--- src/rtl/oak8m_rambus_arbiter_if.sv ---
// Wishbone signal bundle for oak8m_rambus_arbiter: two requesting masters
// (CPU pmem path and host/LA debug path) plus the single OpenRAM rambus port.
// The "slave" modport is the arbiter's view; "master" is the view of whatever
// drives the masters and models the RAM.
interface oak8m_rambus_arbiter_if #(
  parameter int ADDR_W = 10,
  parameter int DATA_W = 32
);
  localparam int SEL_W = DATA_W / 8;

  // master 0: CPU pmem SRAM path
  logic              m0_cyc_i;
  logic              m0_stb_i;
  logic              m0_we_i;
  logic [SEL_W-1:0]  m0_sel_i;
  logic [ADDR_W-1:0] m0_addr_i;
  logic [DATA_W-1:0] m0_dat_i;
  logic              m0_ack_o;
  logic              m0_err_o;
  logic [DATA_W-1:0] m0_dat_o;

  // master 1: host/LA debug path
  logic              m1_cyc_i;
  logic              m1_stb_i;
  logic              m1_we_i;
  logic [SEL_W-1:0]  m1_sel_i;
  logic [ADDR_W-1:0] m1_addr_i;
  logic [DATA_W-1:0] m1_dat_i;
  logic              m1_ack_o;
  logic              m1_err_o;
  logic [DATA_W-1:0] m1_dat_o;

  // OpenRAM rambus port
  logic              rambus_wb_clk_o;
  logic              rambus_wb_rst_o;
  logic              rambus_wb_cyc_o;
  logic              rambus_wb_stb_o;
  logic              rambus_wb_we_o;
  logic [SEL_W-1:0]  rambus_wb_sel_o;
  logic [ADDR_W-1:0] rambus_wb_addr_o;
  logic [DATA_W-1:0] rambus_wb_dat_o;
  logic              rambus_wb_ack_i;
  logic [DATA_W-1:0] rambus_wb_dat_i;

  // one-hot owner status {OWN1, OWN0}
  logic [1:0]        grant_o;

  modport slave (
    input  m0_cyc_i, m0_stb_i, m0_we_i, m0_sel_i, m0_addr_i, m0_dat_i,
    output m0_ack_o, m0_err_o, m0_dat_o,
    input  m1_cyc_i, m1_stb_i, m1_we_i, m1_sel_i, m1_addr_i, m1_dat_i,
    output m1_ack_o, m1_err_o, m1_dat_o,
    output rambus_wb_clk_o, rambus_wb_rst_o,
    output rambus_wb_cyc_o, rambus_wb_stb_o, rambus_wb_we_o,
    output rambus_wb_sel_o, rambus_wb_addr_o, rambus_wb_dat_o,
    input  rambus_wb_ack_i, rambus_wb_dat_i,
    output grant_o
  );

  modport master (
    output m0_cyc_i, m0_stb_i, m0_we_i, m0_sel_i, m0_addr_i, m0_dat_i,
    input  m0_ack_o, m0_err_o, m0_dat_o,
    output m1_cyc_i, m1_stb_i, m1_we_i, m1_sel_i, m1_addr_i, m1_dat_i,
    input  m1_ack_o, m1_err_o, m1_dat_o,
    input  rambus_wb_clk_o, rambus_wb_rst_o,
    input  rambus_wb_cyc_o, rambus_wb_stb_o, rambus_wb_we_o,
    input  rambus_wb_sel_o, rambus_wb_addr_o, rambus_wb_dat_o,
    output rambus_wb_ack_i, rambus_wb_dat_i,
    input  grant_o
  );
endinterface

--- src/rtl/oak8m_rambus_arbiter.sv ---
// oak8m_rambus_arbiter: two-master Wishbone arbiter in front of the single
// OpenRAM rambus port. Master 0 is the CPU pmem path, master 1 the host/LA
// debug path. The grant is registered (one cycle of arbitration latency),
// held for the whole Wishbone cycle, and always released through one IDLE
// cycle so a waiting master can win the next round-robin decision.
//
// Optional feature: define OAK8M_RAMARB_TIMEOUT_EN to add an ack-wait
// watchdog (TIMEOUT_CYCLES) that aborts the owner's cycle with an err pulse.
// Without it, mN_err_o is tied low and an owner waits for ack indefinitely.
module oak8m_rambus_arbiter #(
  parameter int ADDR_W         = 10,
  parameter int DATA_W         = 32
`ifdef OAK8M_RAMARB_TIMEOUT_EN
  ,
  parameter int TIMEOUT_CYCLES = 255
`endif
) (
  input  logic                   clk,
  input  logic                   reset,
  oak8m_rambus_arbiter_if.slave  bus
);
  localparam int SEL_W = DATA_W / 8;

  typedef enum logic [1:0] {
    IDLE = 2'd0,
    OWN0 = 2'd1,
    OWN1 = 2'd2
  } state_t;

  state_t            state;
  state_t            state_nxt;
  logic              last;
  logic              last_nxt;
  logic              rst_meta;
  logic              rst_sync_n;

  logic              own0;
  logic              own1;
  logic              req0;
  logic              req1;
  logic              own_cyc;
  logic              own_stb;
  logic              own_we;
  logic [SEL_W-1:0]  own_sel;
  logic [ADDR_W-1:0] own_addr;
  logic [DATA_W-1:0] own_dat;
  logic              tmo;

  // Reset synchronizer: asserts together with reset, releases on the second clk edge
  always_ff @(posedge clk or negedge reset) begin
    if (!reset) begin
      rst_meta   <= 1'b0;
      rst_sync_n <= 1'b0;
    end else begin
      rst_meta   <= 1'b1;
      rst_sync_n <= rst_meta;
    end
  end

  assign own0 = (state == OWN0);
  assign own1 = (state == OWN1);
  assign req0 = bus.m0_cyc_i & bus.m0_stb_i;
  assign req1 = bus.m1_cyc_i & bus.m1_stb_i;

`ifdef OAK8M_RAMARB_TIMEOUT_EN
  localparam int              CNT_W    = $clog2(TIMEOUT_CYCLES + 1);
  localparam logic [CNT_W-1:0] CNT_LAST = CNT_W'(TIMEOUT_CYCLES - 1);

  logic [CNT_W-1:0] wait_cnt;

  // Ack-wait counter: held clear while idle so it starts at zero on every grant
  always_ff @(posedge clk or negedge rst_sync_n) begin
    if (!rst_sync_n) begin
      wait_cnt <= '0;
    end else if (state == IDLE) begin
      wait_cnt <= '0;
    end else if (!bus.rambus_wb_ack_i) begin
      wait_cnt <= wait_cnt + CNT_W'(1);
    end
  end

  // The TIMEOUT_CYCLES-th owned cycle without ack aborts; an ack in that cycle wins
  assign tmo = own_cyc & ~bus.rambus_wb_ack_i & (wait_cnt == CNT_LAST);
`else
  assign tmo = 1'b0;
`endif

  // Owner/last-served registers
  always_ff @(posedge clk or negedge rst_sync_n) begin
    if (!rst_sync_n) begin
      state <= IDLE;
      last  <= 1'b1;
    end else begin
      state <= state_nxt;
      last  <= last_nxt;
    end
  end

  // Round-robin arbitration and cycle-end detection
  always_comb begin
    state_nxt = state;
    last_nxt  = last;
    case (state)
      IDLE: begin
        if (req0 && req1) begin
          state_nxt = last ? OWN0 : OWN1;
        end else if (req0) begin
          state_nxt = OWN0;
        end else if (req1) begin
          state_nxt = OWN1;
        end
      end
      OWN0: begin
        if (!bus.m0_cyc_i) begin
          state_nxt = IDLE;
        end else if (bus.rambus_wb_ack_i || tmo) begin
          state_nxt = IDLE;
          last_nxt  = 1'b0;
        end
      end
      OWN1: begin
        if (!bus.m1_cyc_i) begin
          state_nxt = IDLE;
        end else if (bus.rambus_wb_ack_i || tmo) begin
          state_nxt = IDLE;
          last_nxt  = 1'b1;
        end
      end
      default: begin
        state_nxt = IDLE;
      end
    endcase
  end

  // Owner's request signals; everything is zero when nobody owns the bus
  always_comb begin
    own_cyc  = 1'b0;
    own_stb  = 1'b0;
    own_we   = 1'b0;
    own_sel  = '0;
    own_addr = '0;
    own_dat  = '0;
    if (own0) begin
      own_cyc  = bus.m0_cyc_i;
      own_stb  = bus.m0_stb_i;
      own_we   = bus.m0_we_i;
      own_sel  = bus.m0_sel_i;
      own_addr = bus.m0_addr_i;
      own_dat  = bus.m0_dat_i;
    end else if (own1) begin
      own_cyc  = bus.m1_cyc_i;
      own_stb  = bus.m1_stb_i;
      own_we   = bus.m1_we_i;
      own_sel  = bus.m1_sel_i;
      own_addr = bus.m1_addr_i;
      own_dat  = bus.m1_dat_i;
    end
  end

  // stb follows cyc so an abort (or timeout) removes both in the same cycle
  assign bus.rambus_wb_clk_o  = clk;
  assign bus.rambus_wb_rst_o  = ~reset;
  assign bus.rambus_wb_cyc_o  = own_cyc & ~tmo;
  assign bus.rambus_wb_stb_o  = own_cyc & own_stb & ~tmo;
  assign bus.rambus_wb_we_o   = own_we;
  assign bus.rambus_wb_sel_o  = own_sel;
  assign bus.rambus_wb_addr_o = own_addr;
  assign bus.rambus_wb_dat_o  = own_dat;

  // Ack only reaches the owner, and only while it still holds cyc
  assign bus.m0_ack_o = bus.rambus_wb_ack_i & own0 & bus.m0_cyc_i;
  assign bus.m1_ack_o = bus.rambus_wb_ack_i & own1 & bus.m1_cyc_i;
  assign bus.m0_err_o = tmo & own0;
  assign bus.m1_err_o = tmo & own1;
  assign bus.m0_dat_o = own0 ? bus.rambus_wb_dat_i : '0;
  assign bus.m1_dat_o = own1 ? bus.rambus_wb_dat_i : '0;

  assign bus.grant_o  = {own1, own0};
endmodule

--- src/flat_wrapper.sv ---
// flat-port wrapper written by rule: the top's interface ports become plain ports
module oak8m_rambus_arbiter_flat 
#(
  parameter int ADDR_W         = 10,
  parameter int DATA_W         = 32

)
  (clk, reset, bus_m0_cyc_i, bus_m0_stb_i, bus_m0_we_i, bus_m0_sel_i, bus_m0_addr_i, bus_m0_dat_i, bus_m0_ack_o, bus_m0_err_o, bus_m0_dat_o, bus_m1_cyc_i, bus_m1_stb_i, bus_m1_we_i, bus_m1_sel_i, bus_m1_addr_i, bus_m1_dat_i, bus_m1_ack_o, bus_m1_err_o, bus_m1_dat_o, bus_rambus_wb_clk_o, bus_rambus_wb_rst_o, bus_rambus_wb_cyc_o, bus_rambus_wb_stb_o, bus_rambus_wb_we_o, bus_rambus_wb_sel_o, bus_rambus_wb_addr_o, bus_rambus_wb_dat_o, bus_rambus_wb_ack_i, bus_rambus_wb_dat_i, bus_grant_o);
  oak8m_rambus_arbiter_if #(.ADDR_W(ADDR_W), .DATA_W(DATA_W)) bus_i ();
  input  logic clk;
  input  logic reset;
  input wire logic [$bits(bus_i.m0_cyc_i)-1:0] bus_m0_cyc_i;
  input wire logic [$bits(bus_i.m0_stb_i)-1:0] bus_m0_stb_i;
  input wire logic [$bits(bus_i.m0_we_i)-1:0] bus_m0_we_i;
  input wire logic [$bits(bus_i.m0_sel_i)-1:0] bus_m0_sel_i;
  input wire logic [$bits(bus_i.m0_addr_i)-1:0] bus_m0_addr_i;
  input wire logic [$bits(bus_i.m0_dat_i)-1:0] bus_m0_dat_i;
  output wire logic [$bits(bus_i.m0_ack_o)-1:0] bus_m0_ack_o;
  output wire logic [$bits(bus_i.m0_err_o)-1:0] bus_m0_err_o;
  output wire logic [$bits(bus_i.m0_dat_o)-1:0] bus_m0_dat_o;
  input wire logic [$bits(bus_i.m1_cyc_i)-1:0] bus_m1_cyc_i;
  input wire logic [$bits(bus_i.m1_stb_i)-1:0] bus_m1_stb_i;
  input wire logic [$bits(bus_i.m1_we_i)-1:0] bus_m1_we_i;
  input wire logic [$bits(bus_i.m1_sel_i)-1:0] bus_m1_sel_i;
  input wire logic [$bits(bus_i.m1_addr_i)-1:0] bus_m1_addr_i;
  input wire logic [$bits(bus_i.m1_dat_i)-1:0] bus_m1_dat_i;
  output wire logic [$bits(bus_i.m1_ack_o)-1:0] bus_m1_ack_o;
  output wire logic [$bits(bus_i.m1_err_o)-1:0] bus_m1_err_o;
  output wire logic [$bits(bus_i.m1_dat_o)-1:0] bus_m1_dat_o;
  output wire logic [$bits(bus_i.rambus_wb_clk_o)-1:0] bus_rambus_wb_clk_o;
  output wire logic [$bits(bus_i.rambus_wb_rst_o)-1:0] bus_rambus_wb_rst_o;
  output wire logic [$bits(bus_i.rambus_wb_cyc_o)-1:0] bus_rambus_wb_cyc_o;
  output wire logic [$bits(bus_i.rambus_wb_stb_o)-1:0] bus_rambus_wb_stb_o;
  output wire logic [$bits(bus_i.rambus_wb_we_o)-1:0] bus_rambus_wb_we_o;
  output wire logic [$bits(bus_i.rambus_wb_sel_o)-1:0] bus_rambus_wb_sel_o;
  output wire logic [$bits(bus_i.rambus_wb_addr_o)-1:0] bus_rambus_wb_addr_o;
  output wire logic [$bits(bus_i.rambus_wb_dat_o)-1:0] bus_rambus_wb_dat_o;
  input wire logic [$bits(bus_i.rambus_wb_ack_i)-1:0] bus_rambus_wb_ack_i;
  input wire logic [$bits(bus_i.rambus_wb_dat_i)-1:0] bus_rambus_wb_dat_i;
  output wire logic [$bits(bus_i.grant_o)-1:0] bus_grant_o;
  assign bus_i.m0_cyc_i = bus_m0_cyc_i;
  assign bus_i.m0_stb_i = bus_m0_stb_i;
  assign bus_i.m0_we_i = bus_m0_we_i;
  assign bus_i.m0_sel_i = bus_m0_sel_i;
  assign bus_i.m0_addr_i = bus_m0_addr_i;
  assign bus_i.m0_dat_i = bus_m0_dat_i;
  assign bus_m0_ack_o = bus_i.m0_ack_o;
  assign bus_m0_err_o = bus_i.m0_err_o;
  assign bus_m0_dat_o = bus_i.m0_dat_o;
  assign bus_i.m1_cyc_i = bus_m1_cyc_i;
  assign bus_i.m1_stb_i = bus_m1_stb_i;
  assign bus_i.m1_we_i = bus_m1_we_i;
  assign bus_i.m1_sel_i = bus_m1_sel_i;
  assign bus_i.m1_addr_i = bus_m1_addr_i;
  assign bus_i.m1_dat_i = bus_m1_dat_i;
  assign bus_m1_ack_o = bus_i.m1_ack_o;
  assign bus_m1_err_o = bus_i.m1_err_o;
  assign bus_m1_dat_o = bus_i.m1_dat_o;
  assign bus_rambus_wb_clk_o = bus_i.rambus_wb_clk_o;
  assign bus_rambus_wb_rst_o = bus_i.rambus_wb_rst_o;
  assign bus_rambus_wb_cyc_o = bus_i.rambus_wb_cyc_o;
  assign bus_rambus_wb_stb_o = bus_i.rambus_wb_stb_o;
  assign bus_rambus_wb_we_o = bus_i.rambus_wb_we_o;
  assign bus_rambus_wb_sel_o = bus_i.rambus_wb_sel_o;
  assign bus_rambus_wb_addr_o = bus_i.rambus_wb_addr_o;
  assign bus_rambus_wb_dat_o = bus_i.rambus_wb_dat_o;
  assign bus_i.rambus_wb_ack_i = bus_rambus_wb_ack_i;
  assign bus_i.rambus_wb_dat_i = bus_rambus_wb_dat_i;
  assign bus_grant_o = bus_i.grant_o;
  oak8m_rambus_arbiter #(.ADDR_W(ADDR_W), .DATA_W(DATA_W)) u_core (.clk(clk), .reset(reset), .bus(bus_i));
endmodule
--- config.mk ---
export PLATFORM = sky130hd
export DESIGN_NAME = oak8m_rambus_arbiter_flat
export DESIGN_NICKNAME = d
export VERILOG_FILES = /design/src/rtl/oak8m_rambus_arbiter_if.sv /design/src/rtl/oak8m_rambus_arbiter.sv /design/src/flat_wrapper.sv
export SDC_FILE = /design/constraint.sdc
export NUM_CORES = 1
export LEC_CHECK = 0
export BUFFER_PORTS_ARGS = -buffer_cell sky130_fd_sc_hd__buf_2
export CAP_MARGIN = 20
export CORE_AREA = 10 10 90 92
export DETAILED_ROUTE_END_ITERATION = 8
export DIE_AREA = 0 0 100 102
export GPL_TIMING_DRIVEN = 0
export HOLD_SLACK_MARGIN = 0.08
export PLACE_DENSITY = 0.68
export SKIP_LAST_GASP = 1
export SYNTH_ARGS = -nofsm -noshare
export SYNTH_HDL_FRONTEND = slang
export SYNTH_SLANG_ARGS = --single-unit
--- constraint.sdc ---
create_clock -name clk -period 2.4 [get_ports clk]
set_input_delay 0 -clock clk [delete_from_list [all_inputs] [get_ports clk]]
set_output_delay 0 -clock clk [all_outputs]
set_load 0.01 [all_outputs]
==> key figures, run 1 <==
Drt
  – Routed length per placed instance: 18.01 um
  – Initial detailed-routing violation count: 63
  – Via total after detailed routing: 2273
  – Number of vias per cell after detailed routing: 4.448
  – Count of nets left with antenna violations after detail routing: 0
  – Routed WL: 9202 um
  – Pre-Repair DR Iteration Count: 4
  – DRC violation count after routing: 0

Pwr
  – Internal power: 0.6672 mW
  – Clock network fraction of design power: 33.0%
  – Pwr per Cell Area: 382.8 nW/um^2
  – Sw frac: 38.17%
  – Sw Pwr: 0.4118 mW
  – Part of the total power dissipated in combinational logic: 57.3%
  – Worst VDD drop: 0.5028 mV
  – Fraction of power consumed by sequential logic: 9.6%
  – Cell leakage power: 1.864 nW

Global routing
  – Grt total ovfl: 0
  – Global-route wire length before repair: 13140 um
  – Number of antenna violations at the first check in global routing: 1
  – Vias in the first global route: 2357
  – Maximum number of pins on one net before global-route repair: 11
  – GRT Total Usage: 15.80%

Finish
  – Area Growth Syn to Fin: 117.5%
  – Net count, final: 568
  – Proportion of layout cells with a drive suffix above 1: 66.13%
  – Area of all sequential standard cells: 126.4 um^2
  – Most common library cell in the layout ignoring fill and taps: buf_2
  – Antenna Diode Count: 0
  – Combined area of the multi-input logic cells: 999.7 um^2
  – Final cell utilization of the core: 44.91%
  – Most used cells in the layout excluding fill and tap cells: buf_2, and2_1, a22o_1, buf_4, dlygate4sd3_1
  – Filler Cells Inserted: 644

CTS
  – CTS tree: done
  – Clock slew seen by the registers of the worst setup and hold paths: 0.04 ns
  – Setup repair bufs after CTS: 0
  – Clock Latency Late Sink: 0.33 ns

Critical path
  – Setup crit start kind: register
  – Class of the most critical setup path: reg -> reg
  – Worst setup EP type: register
  – Data required time of the critical path: 2.66 ns
  – Maximum fanout encountered on the critical timing path: 10
  – Critical Path AT: 1.97 ns

Synth
  – Sequential cell area fraction in the yosys report: 9.749%
  – Post-synthesis register bit count: 5
  – Yosys Warn Count: 0
  – Largest area contributor in the synthesized netlist: a22o_1
  – Synth top area share: 31.76%
  – Yosys cell types: 22
  – Avg Inst Size Synth: 7.762 um^2
  – Leading cell types by total area after synthesis: a22o_1, and2_1, dfrtp_1, buf_4, buf_2
  – Total standard cell area after synthesis: 1296 um^2
  – Mapped Cells: 167

Timing
  – Max-slew violation total from the final report: 0
  – Number of endpoints failing setup at the final stage: 0
  – Clk_skew: 0.002574 ns
  – Number of endpoints with negative hold slack in the final report: 0
  – Max Clock Freq: 0.5869 GHz
  – Unrepaired setup endpoints after global routing: false
  – Final clock period utilization by the worst path: 71.00%
  – Final worst path period need: 1.704 ns
  – TNS Setup: 0 ns

Die
  – Starting density of the core: 20.65%
  – Die width: 100 um
  – Chip height: 102 um
  – Die Area: 10200 um^2
  – Rows: 29
  – Number of top-level design ports: 254
  – CORE AREA: 6277 um^2

Worst hold path
  – Class of the tightest hold or removal check: reg -> async

Placement
  – Hpwl dp: 8063 um
  – Number of I/O port buffers: 251
  – Weighted congestion at the end of routability-driven global placement: 0.8434

Outcome
  – Outcome: finished, final reports clean

Job
  – Number of maximum-capacitance constraint violations: 0
==> routing by layer <==
layer / up-vias / routed length, um / GRT usage [%]
met5: - / 7 / 0
met4: 2 / 108 / 4.674
met3: 14 / 1008 / 6.478
met2: 137 / 4766 / 28.37
met1: 998 / 3311 / 16.60
li1: 1122 / - / -
==> Yosys cell counts, drive strengths merged <==
cell type	number
buf	25
a2111oi	2
nand3b	4
dfrtp	4
nor3	1
conb	2
nand2	1
nor2b	2
and3	1
and4b	2
and2	64
a22oi	1
inv	3
and4bb	1
dfstp	1
nand2b	4
a22o	47
a31oi	1
and2b	1
==> layout make-up <==
class / instances / area share [%]
repair buffers: 258 / 47.23
plain buffers: 25 / 5.770
well taps: 77 / 3.418
multi-input cells: 135 / 35.46
clock buffers: 8 / 3.240
inverters: 3 / 0.3995
flip-flops and latches: 5 / 4.483
==> per-stage QoR <==
step / hold WS, ns / worst slack, ns / power [mW] / instance area (um^2) / std cells
6_report: 0.1986 / 0.6960 / 1.079 / 2819 / 511
5_1_grt: 0.2127 / 0.5993 / 1.162 / 2819 / 511
2_1_floorplan: -0.2956 / 1.081 / 0.4506 / 1300 / 168
4_1_cts: 0.2004 / 0.6919 / 1.097 / 2819 / 511
3_5_place_dp: -0.2006 / 0.9736 / 0.7677 / 2653 / 496
3_3_place_gp: -0.2053 / 0.9736 / 0.7604 / 2653 / 496
==> power by group through the flow <==
| stage | logic [mW] | registers, mW | clock network [mW] |
|---|---|---|---|
| 6_report | 0.618 | 0.104 | 0.356 |
| 5_1_grt | 0.677 | 0.106 | 0.378 |
| 2_1_floorplan | 0.313 | 0.103 | 0.0343 |
| 3_5_place_dp | 0.615 | 0.105 | 0.0476 |
| 3_3_place_gp | 0.607 | 0.105 | 0.0476 |
| 4_1_cts | 0.629 | 0.104 | 0.364 |
==> critical path, stage by stage (launching register included) <==
cell and delay (ns):
dfrtp_1 0.37, buf_2 0.17, nand2b_1 0.16, a2111oi_2 0.34, dlygate4sd3_1 0.59
==> cells by family after synthesis <==
family / synth area share [%]
flops: 9.750
simple gates: 41.12
compound gates: 35.14
buf+inv: 13.42
other cells: 0.5794
==> worst paths after layout <==
| path | startpoint | end | slack (ns) | cells after the start |
|---|---|---|---|---|
| setup / recovery | u_core.state[0] | u_core.state[0] | 0.70 | 4 |
| hold / removal | u_core.rst_sync_n | u_core.last | 0.20 | 0 |
| setup reg to reg | u_core.state[0] | u_core.state[0] | 0.70 | 4 |
| hold reg to reg | u_core.rst_sync_n | u_core.last | 0.20 | 0 |
| max in group asynchronous | u_core.rst_sync_n | u_core.state[0] | 1.68 | 1 |
| min in group clk | bus_m1_dat_i[4] | bus_rambus_wb_dat_o[4] | 0.30 | 3 |
==> state kept, by name, summed over array words and instances (netlist names) <==
signal	cells
u_core.state	2
u_core.rst_meta	1
u_core.last	1
u_core.rst_sync_n	1
==> repair_timing <==
item                                   4_1_cts  5_1_grt
endpoints found under the hold margin        7        0
hold buffers                                 8        0
resized for setup                            0        0
Note: power is estimated with default switching activity, not from simulation.
==> run 2, diff against run 1 <==
--- a/config.mk
+++ b/config.mk
@@ -5,6 +5,7 @@
 export SDC_FILE = /design/constraint.sdc
 export NUM_CORES = 1
 export LEC_CHECK = 0
+export ABC_AREA = 1
 export BUFFER_PORTS_ARGS = -buffer_cell sky130_fd_sc_hd__buf_2
 export CAP_MARGIN = 20
 export CORE_AREA = 10 10 90 92
@@ -12,7 +13,7 @@
 export DIE_AREA = 0 0 100 102
 export GPL_TIMING_DRIVEN = 0
 export HOLD_SLACK_MARGIN = 0.08
-export PLACE_DENSITY = 0.68
+export PLACE_DENSITY = 0.66
 export SKIP_LAST_GASP = 1
 export SYNTH_ARGS = -nofsm -noshare
 export SYNTH_HDL_FRONTEND = slang
==> constraint.sdc (replaced) <==
create_clock -name clk -period 1.8 [get_ports clk]
set_input_delay 0 -clock clk [delete_from_list [all_inputs] [get_ports clk]]
set_output_delay 0 -clock clk [all_outputs]
set_load 0.01 [all_outputs]
==> run 2 against run 1 <==
  * Global-route usage barely moved
  * Cell count rose by 8.0%
  * Clock-buffer cell count did not move
  * Sequential cell count did not move
  * Synthesized cell count rose by 22%
  * Worst setup slack got worse by 0.57 ns
  * Die area did not move
  * Register-to-register slack got worse by 0.57 ns
  * Synthesized area fell by 8.9%
  * Non-clock buffer count rose by 1
  * Routed wire length fell by 1.0%
==> key figures, run 2 <==
Outcome
  – Outcome: finished, final reports clean (unchanged)

Synth
  – Largest area contributor in the synthesized netlist: a22o_1 (unchanged)
  – Total standard cell area after synthesis: 1181 um^2 (was 1296 um^2)
  – Synth top area share: 34.85% (was 31.76%)
  – Avg Inst Size Synth: 5.818 um^2 (was 7.762 um^2)
  – Ys flop type: dfrtp_1 (unchanged)
  – Post-synthesis register bit count: 5 (unchanged)
  – Mapped Cells: 203 (was 167)
  – Leading cell types by total area after synthesis: a22o_1, nor2_1, inv_1, dfrtp_1, buf_4 (was a22o_1, and2_1, dfrtp_1, buf_4, buf_2)
  – Yosys Warn Count: 0 (unchanged)
  – Sequential cell area fraction in the yosys report: 10.70% (was 9.749%)
  – Count leader, synth: nor2_1 (was and2_1)
  – Most numerous cell types in the synthesized netlist: nor2_1, a22o_1, inv_1 (was and2_1, a22o_1, buf_2)
  – Yosys cell types: 18 (was 22)
  – Share of synthesized flip-flops with an asynchronous set or reset: 100.0% (unchanged)
  – Number of enable-type register cells in the synthesized netlist: 0 (unchanged)

Job
  – Number of maximum-capacitance constraint violations: 0 (unchanged)

Die
  – Rows: 29 (unchanged)
  – Starting density of the core: 18.82% (was 20.65%)
  – Die width: 100 um (unchanged)
  – Chip height: 102 um (unchanged)
  – CORE AREA: 6277 um^2 (unchanged)
  – Number of top-level design ports: 254 (unchanged)
  – Die Area: 10200 um^2 (unchanged)

Critical path
  – Data required time of the critical path: 2.05 ns (was 2.66 ns)
  – Class of the most critical setup path: reg -> reg (unchanged)
  – Largest stage delay on the critical path: 0.56 ns (was 0.59 ns)
  – CP max stage cell: dlygate4sd3_1 (unchanged)
  – Worst setup EP type: register (unchanged)
  – Worst setup slack for register-to-register paths: 0.12 ns (was 0.70 ns)
  – Chain of cells forming the critical path: nor2_4, buf_4, nand2_1, nor2_2, a21oi_2, dlygate4sd3_1 (was buf_2, nand2b_1, a2111oi_2, dlygate4sd3_1)
  – Maximum fanout encountered on the critical timing path: 10 (unchanged)
  – Critical Path AT: 1.93 ns (was 1.97 ns)
  – Setup crit start kind: register (unchanged)

CTS
  – Clock slew seen by the registers of the worst setup and hold paths: 0.04 ns (about the same)
  – CTS tree: done (unchanged)
  – Clock Latency Late Sink: 0.33 ns (about the same)

Timing
  – Number of endpoints with negative hold slack in the final report: 0 (unchanged)
  – Final clock period utilization by the worst path: 93.14% (was 71.00%)
  – Number of endpoints failing setup at the final stage: 0 (unchanged)
  – Max-slew violation total from the final report: 0 (unchanged)
  – Fin Hold WS: 0.1790 ns (was 0.1986 ns)
  – Unrepaired setup endpoints after global routing: false (unchanged)
  – Max Clock Freq: 0.5965 GHz (was 0.5869 GHz)
  – Final worst path period need: 1.676 ns (was 1.704 ns)
  – Clk_skew: 0.004375 ns (was 0.002574 ns)
  – TNS Setup: 0 ns (unchanged)

Global routing
  – Number of antenna violations at the first check in global routing: 0 (was 1)
  – Grt total ovfl: 0 (unchanged)
  – Maximum number of pins on one net before global-route repair: 11 (unchanged)
  – Global-route wire length before repair: 13210 um (was 13140 um)
  – Vias in the first global route: 2548 (was 2357)
  – GRT Total Usage: 15.77% (was 15.80%)

Finish
  – Area Growth Syn to Fin: 133.9% (was 117.5%)
  – Antenna Diode Count: 0 (unchanged)
  – Most common library cell in the layout ignoring fill and taps: buf_2 (unchanged)
  – Final cell utilization of the core: 44.01% (was 44.91%)
  – Most flops, register: u_core.state (unchanged)
  – Most used cells in the layout excluding fill and tap cells: buf_2, nor2_1, a22o_1, inv_1, buf_4 (was buf_2, and2_1, a22o_1, buf_4, dlygate4sd3_1)
  – Proportion of layout cells with a drive suffix above 1: 60.00% (was 66.13%)
  – Flip-flop count of the largest register after layout: 2 (unchanged)
  – Net count, final: 609 (was 568)

Drt
  – Via total after detailed routing: 2358 (was 2273)
  – Pre-Repair DR Iteration Count: 4 (unchanged)
  – Count of nets left with antenna violations after detail routing: 0 (unchanged)
  – Initial detailed-routing violation count: 70 (was 63)
  – DRC violation count after routing: 0 (unchanged)
  – Routed length per placed instance: 16.50 um (was 18.01 um)
  – Routed WL: 9106 um (was 9202 um)
  – Number of vias per cell after detailed routing: 4.272 (was 4.448)

Pwr
  – Final Total Pwr: 3.144 mW (was 1.079 mW)
  – Worst VDD drop: 0.6750 mV (was 0.5028 mV)
  – Cell leakage power: 1.990 nW (was 1.864 nW)
  – Pwr per Cell Area: 1138 nW/um^2 (was 382.8 nW/um^2)

Placement
  – Weighted congestion at the end of routability-driven global placement: 0.8755 (was 0.8434)
  – Hpwl dp: 7982 um (was 8063 um)
  – Number of I/O port buffers: 251 (unchanged)

Worst hold path
  – Class of the tightest hold or removal check: reg -> async (unchanged)
==> run 2: metrics by stage <==
step,cell area [um^2],std cells,worst slack [ns]
3_5_place_dp,2537,532,0.5188
5_1_grt,2763,552,0.004245
3_3_place_gp,2537,532,0.5703
2_1_floorplan,1185,204,0.6539
6_report,2763,552,0.1235
4_1_cts,2734,550,0.05500
==> run 2: report_power, final <==
part / total (mW) / switching [mW] / internal, mW
sequential: 0.174 / 0.0270 / 0.147
clock: 0.452 / 0.117 / 0.336
combinational: 2.52 / 1.42 / 1.10
total: 3.14 / 1.56 / 1.58
==> run 2: worst max-delay path: cells and delay by family (launching register included) <==
kind,cells,cell delay [ns]
flip-flops,1,0.43
AND/OR/NAND/NOR,3,0.37
AO/OA/AOI/OAI,1,0.04
buffers and inverters,2,0.74
==> run 2: routing by layer <==
| metal | global-route usage [%] | vias up | share of wire (%) |
|---|---|---|---|
| met1 | 17.07 | 1038 | 36 |
| met3 | 6.208 | 2 | 10 |
| met2 | 28.52 | 127 | 54 |
| li1 | - | 1191 | - |
| met4 | 3.261 | 0 | 0.31 |
| met5 | 0 | - | 0 |
==> run 2: path summary, 6_finish.rpt <==
kind,cells past startpoint,endpoint,from
max in group asynchronous,1,u_core.state[1],u_core.rst_sync_n
setup / recovery,6,u_core.last,u_core.state[1]
hold / removal,0,u_core.last,u_core.rst_sync_n
min in group clk,3,bus_rambus_wb_dat_o[26],bus_m1_dat_i[26]
hold reg to reg,0,u_core.last,u_core.rst_sync_n
setup reg to reg,6,u_core.last,u_core.state[1]
==> run 2: what timing repair did <==
action	CTS	global route
gates resized for setup	0	4
buffers inserted	0	2
hold buffers	11	0
hold endpoints to repair	7	0
setup endpoints to repair	0	1
==> run 2: final cells by class <==
cell class / instances / area (um^2)
plain buffers: 21 / 132.6
clock buffers: 8 / 91.34
fillers: 645 / 3515
inverters: 41 / 158.9
multi-input cells: 137 / 780.7
flip-flops and latches: 5 / 126.4
well taps: 77 / 96.34
repair buffers: 263 / 1376
==> run 2: cell families (layout without fill, tap and decap cells) <==
kind of cell           Yosys count  count (layout)  synth area share [%]
AO/OA/AOI/OAI                   51              51                 36.55
AND/OR/NAND/NOR                 83              83                 27.65
buffers and inverters           62             333                 24.47
other                            2               3                0.6358
flip-flops                       5               5                 10.70
==> run 3, diff against run 2 <==
==> constraint.sdc (replaced) <==
create_clock -name clk -period 2.1 [get_ports clk]
set_input_delay 0 -clock clk [delete_from_list [all_inputs] [get_ports clk]]
set_output_delay 0 -clock clk [all_outputs]
set_load 0.01 [all_outputs]
==> run 3 against run 2 <==
  * Core utilization down 0.36 points
  * Register-to-register slack got worse by 0.06 ns
  * Cell area shrank 0.82%
  * Cell count fell by 0.36%
  * Critical endpoint is now u_core.state[1]
==> key figures, run 3 (synthesized netlist as in run 2, its figures left out) <==
Drt
  – Via total after detailed routing: 2347 (was 2358)
  – Routed WL: 9012 um (was 9106 um)
  – DRC violation count after routing: 0 (unchanged)
  – Count of nets left with antenna violations after detail routing: 0 (unchanged)
  – Number of vias per cell after detailed routing: 4.267 (was 4.272)
  – Routed length per placed instance: 16.39 um (was 16.50 um)
  – Pre-Repair DR Iteration Count: 4 (unchanged)
  – Initial detailed-routing violation count: 73 (was 70)

Timing
  – Number of endpoints with negative hold slack in the final report: 0 (unchanged)
  – Fin Hold WS: 0.1784 ns (was 0.1790 ns)
  – Final clock period utilization by the worst path: 97.07% (was 93.14%)
  – Max Clock Freq: 0.4906 GHz (was 0.5965 GHz)
  – Final worst path period need: 2.038 ns (was 1.676 ns)
  – Clk_skew: 0.004871 ns (was 0.004375 ns)
  – Max-slew violation total from the final report: 0 (unchanged)
  – Number of endpoints failing setup at the final stage: 0 (unchanged)
  – Worst path setup slack after routing: 0.06160 ns (was 0.1235 ns)

Placement
  – Weighted congestion at the end of routability-driven global placement: 0.8755 (unchanged)
  – Number of I/O port buffers: 251 (unchanged)
  – Post-Place Setup Slack: 0.8188 ns (was 0.5188 ns)
  – Hpwl dp: 7982 um (unchanged)
  – Cell area reported after detailed placement: 2537 um^2 (unchanged)
  – Placed cell count: 532 (unchanged)

Finish
  – Final design area excluding fillers: 2740 um^2 (was 2763 um^2)
  – Most used cells in the layout excluding fill and tap cells: buf_2, nor2_1, a22o_1, inv_1 (was buf_2, nor2_1, a22o_1, inv_1, buf_4)
  – Antenna Diode Count: 0 (unchanged)
  – Area Growth Syn to Fin: 132.0% (was 133.9%)
  – Most common library cell in the layout ignoring fill and taps: buf_2 (unchanged)
  – Filler Cells Inserted: 651 (was 645)
  – Flip-flop count of the largest register after layout: 2 (unchanged)
  – Final cell count without fillers: 550 (was 552)
  – Net count, final: 607 (was 609)
  – Most flops, register: u_core.state (unchanged)
  – Proportion of layout cells with a drive suffix above 1: 60.04% (was 60.00%)

Pwr
  – Worst VDD drop: 0.6024 mV (was 0.6750 mV)
  – Pwr per Cell Area: 982.7 nW/um^2 (was 1138 nW/um^2)
  – Sw frac: 49.44% (was 49.61%)
  – Part of the total power dissipated in combinational logic: 79.9% (was 80.1%)
  – Internal power: 1.361 mW (was 1.584 mW)
  – Clock network fraction of design power: 14.4% (about the same)
  – Cell leakage power: 1.979 nW (was 1.990 nW)
  – Fraction of power consumed by sequential logic: 5.7% (was 5.5%)
  – Sw Pwr: 1.331 mW (was 1.560 mW)

Critical path
  – Critical Path AT: 2.25 ns (was 1.93 ns)
  – Class of the most critical setup path: reg -> reg (unchanged)
  – Maximum fanout encountered on the critical timing path: 3 (was 10)
  – Worst setup EP type: register (unchanged)
  – Setup crit start kind: register (unchanged)
  – Data required time of the critical path: 2.31 ns (was 2.05 ns)

Worst hold path
  – Class of the tightest hold or removal check: reg -> async (unchanged)

Job
  – Number of maximum-capacitance constraint violations: 0 (unchanged)

Global routing
  – Number of antenna violations at the first check in global routing: 0 (unchanged)
  – Global-route wire length before repair: 13120 um (was 13210 um)
  – Vias in the first global route: 2541 (was 2548)
  – GRT Total Usage: 15.58% (was 15.77%)
  – Maximum number of pins on one net before global-route repair: 11 (unchanged)
  – Grt total ovfl: 0 (unchanged)

Die
  – CORE AREA: 6277 um^2 (unchanged)
  – Rows: 29 (unchanged)
  – Starting density of the core: 18.82% (unchanged)
  – Chip height: 102 um (unchanged)
  – Number of top-level design ports: 254 (unchanged)
  – Die width: 100 um (unchanged)
  – Die Area: 10200 um^2 (unchanged)

CTS
  – Clock slew seen by the registers of the worst setup and hold paths: 0.04 ns (about the same)
  – Clock Latency Late Sink: 0.33 ns (about the same)
  – CTS tree: done (unchanged)

Outcome
  – Outcome: finished, final reports clean (unchanged)
[run 3: worst max-delay path: stages, from the launching register on]
cell and delay (ns):
dfrtp_2 0.44, nor2_4 0.12, nand2_1 0.06, a21oi_1 0.13, dlygate4sd3_1 0.57, a21oi_1 0.04, dlygate4sd3_1 0.55
[run 3: layout make-up]
class / instances / area [um^2] / area share [%]
Timing Repair Buffer: 261 / 1359 / 49.59
Clock buffer: 8 / 91.34 / 3.333
Tap cell: 77 / 96.34 / 3.516
Buffer: 21 / 132.6 / 4.840
Inverter: 41 / 156.4 / 5.708
Sequential cell: 5 / 127.6 / 4.658
Multi-Input combinational cell: 137 / 777.0 / 28.36
[run 3: worst paths after layout]
check                                        from  slack (ns)  cells past startpoint                     end
max in group asynchronous       u_core.rst_sync_n        1.37                      1         u_core.state[1]
worst min register to register  u_core.rst_sync_n        0.18                      0             u_core.last
min in group clk                  bus_m1_dat_i[2]        0.30                      3  bus_rambus_wb_dat_o[2]
worst min-delay path            u_core.rst_sync_n        0.18                      0             u_core.last
worst max-delay path              u_core.state[1]        0.06                      6         u_core.state[1]
worst max register to register    u_core.state[1]        0.06                      6         u_core.state[1]
[run 3: power by group through the flow]
| stage | logic, mW | clock network, mW | registers (mW) |
|---|---|---|---|
| floorplan | 1.19 | 0.0392 | 0.144 |
| global placement | 2.09 | 0.0544 | 0.146 |
| detailed placement | 2.11 | 0.0544 | 0.147 |
| CTS | 2.16 | 0.399 | 0.145 |
| global route | 2.37 | 0.413 | 0.160 |
| finish | 2.15 | 0.388 | 0.154 |
[run 3: metrics by stage]
step / utilization (%) / power [mW] / setup TNS (ns)
finish: 43.65 / 2.693 / 0
floorplan: - / 1.372 / 0
global route: 43.65 / 2.942 / -0.01120
detailed placement: 40.42 / 2.309 / 0
global placement: 40.42 / 2.286 / 0
CTS: 43.39 / 2.707 / 0
[run 3: timing repair]
item / in CTS / in global routing
setup buffers: 0 / 1
hold endpoints to repair: 7 / 0
hold buffers: 10 / 0
resized for setup: 0 / 3
endpoints found under the setup margin: 0 / 1
[run 3: layer usage]
| metal | wire (um) | up-vias | GRT usage [%] |
|---|---|---|---|
| li1 | - | 1186 | - |
| met1 | 3168 | 1029 | 17.00 |
| met2 | 4827 | 130 | 28.47 |
| met3 | 983 | 2 | 5.466 |
| met4 | 32 | 0 | 3.261 |
| met5 | 0 | - | 0 |
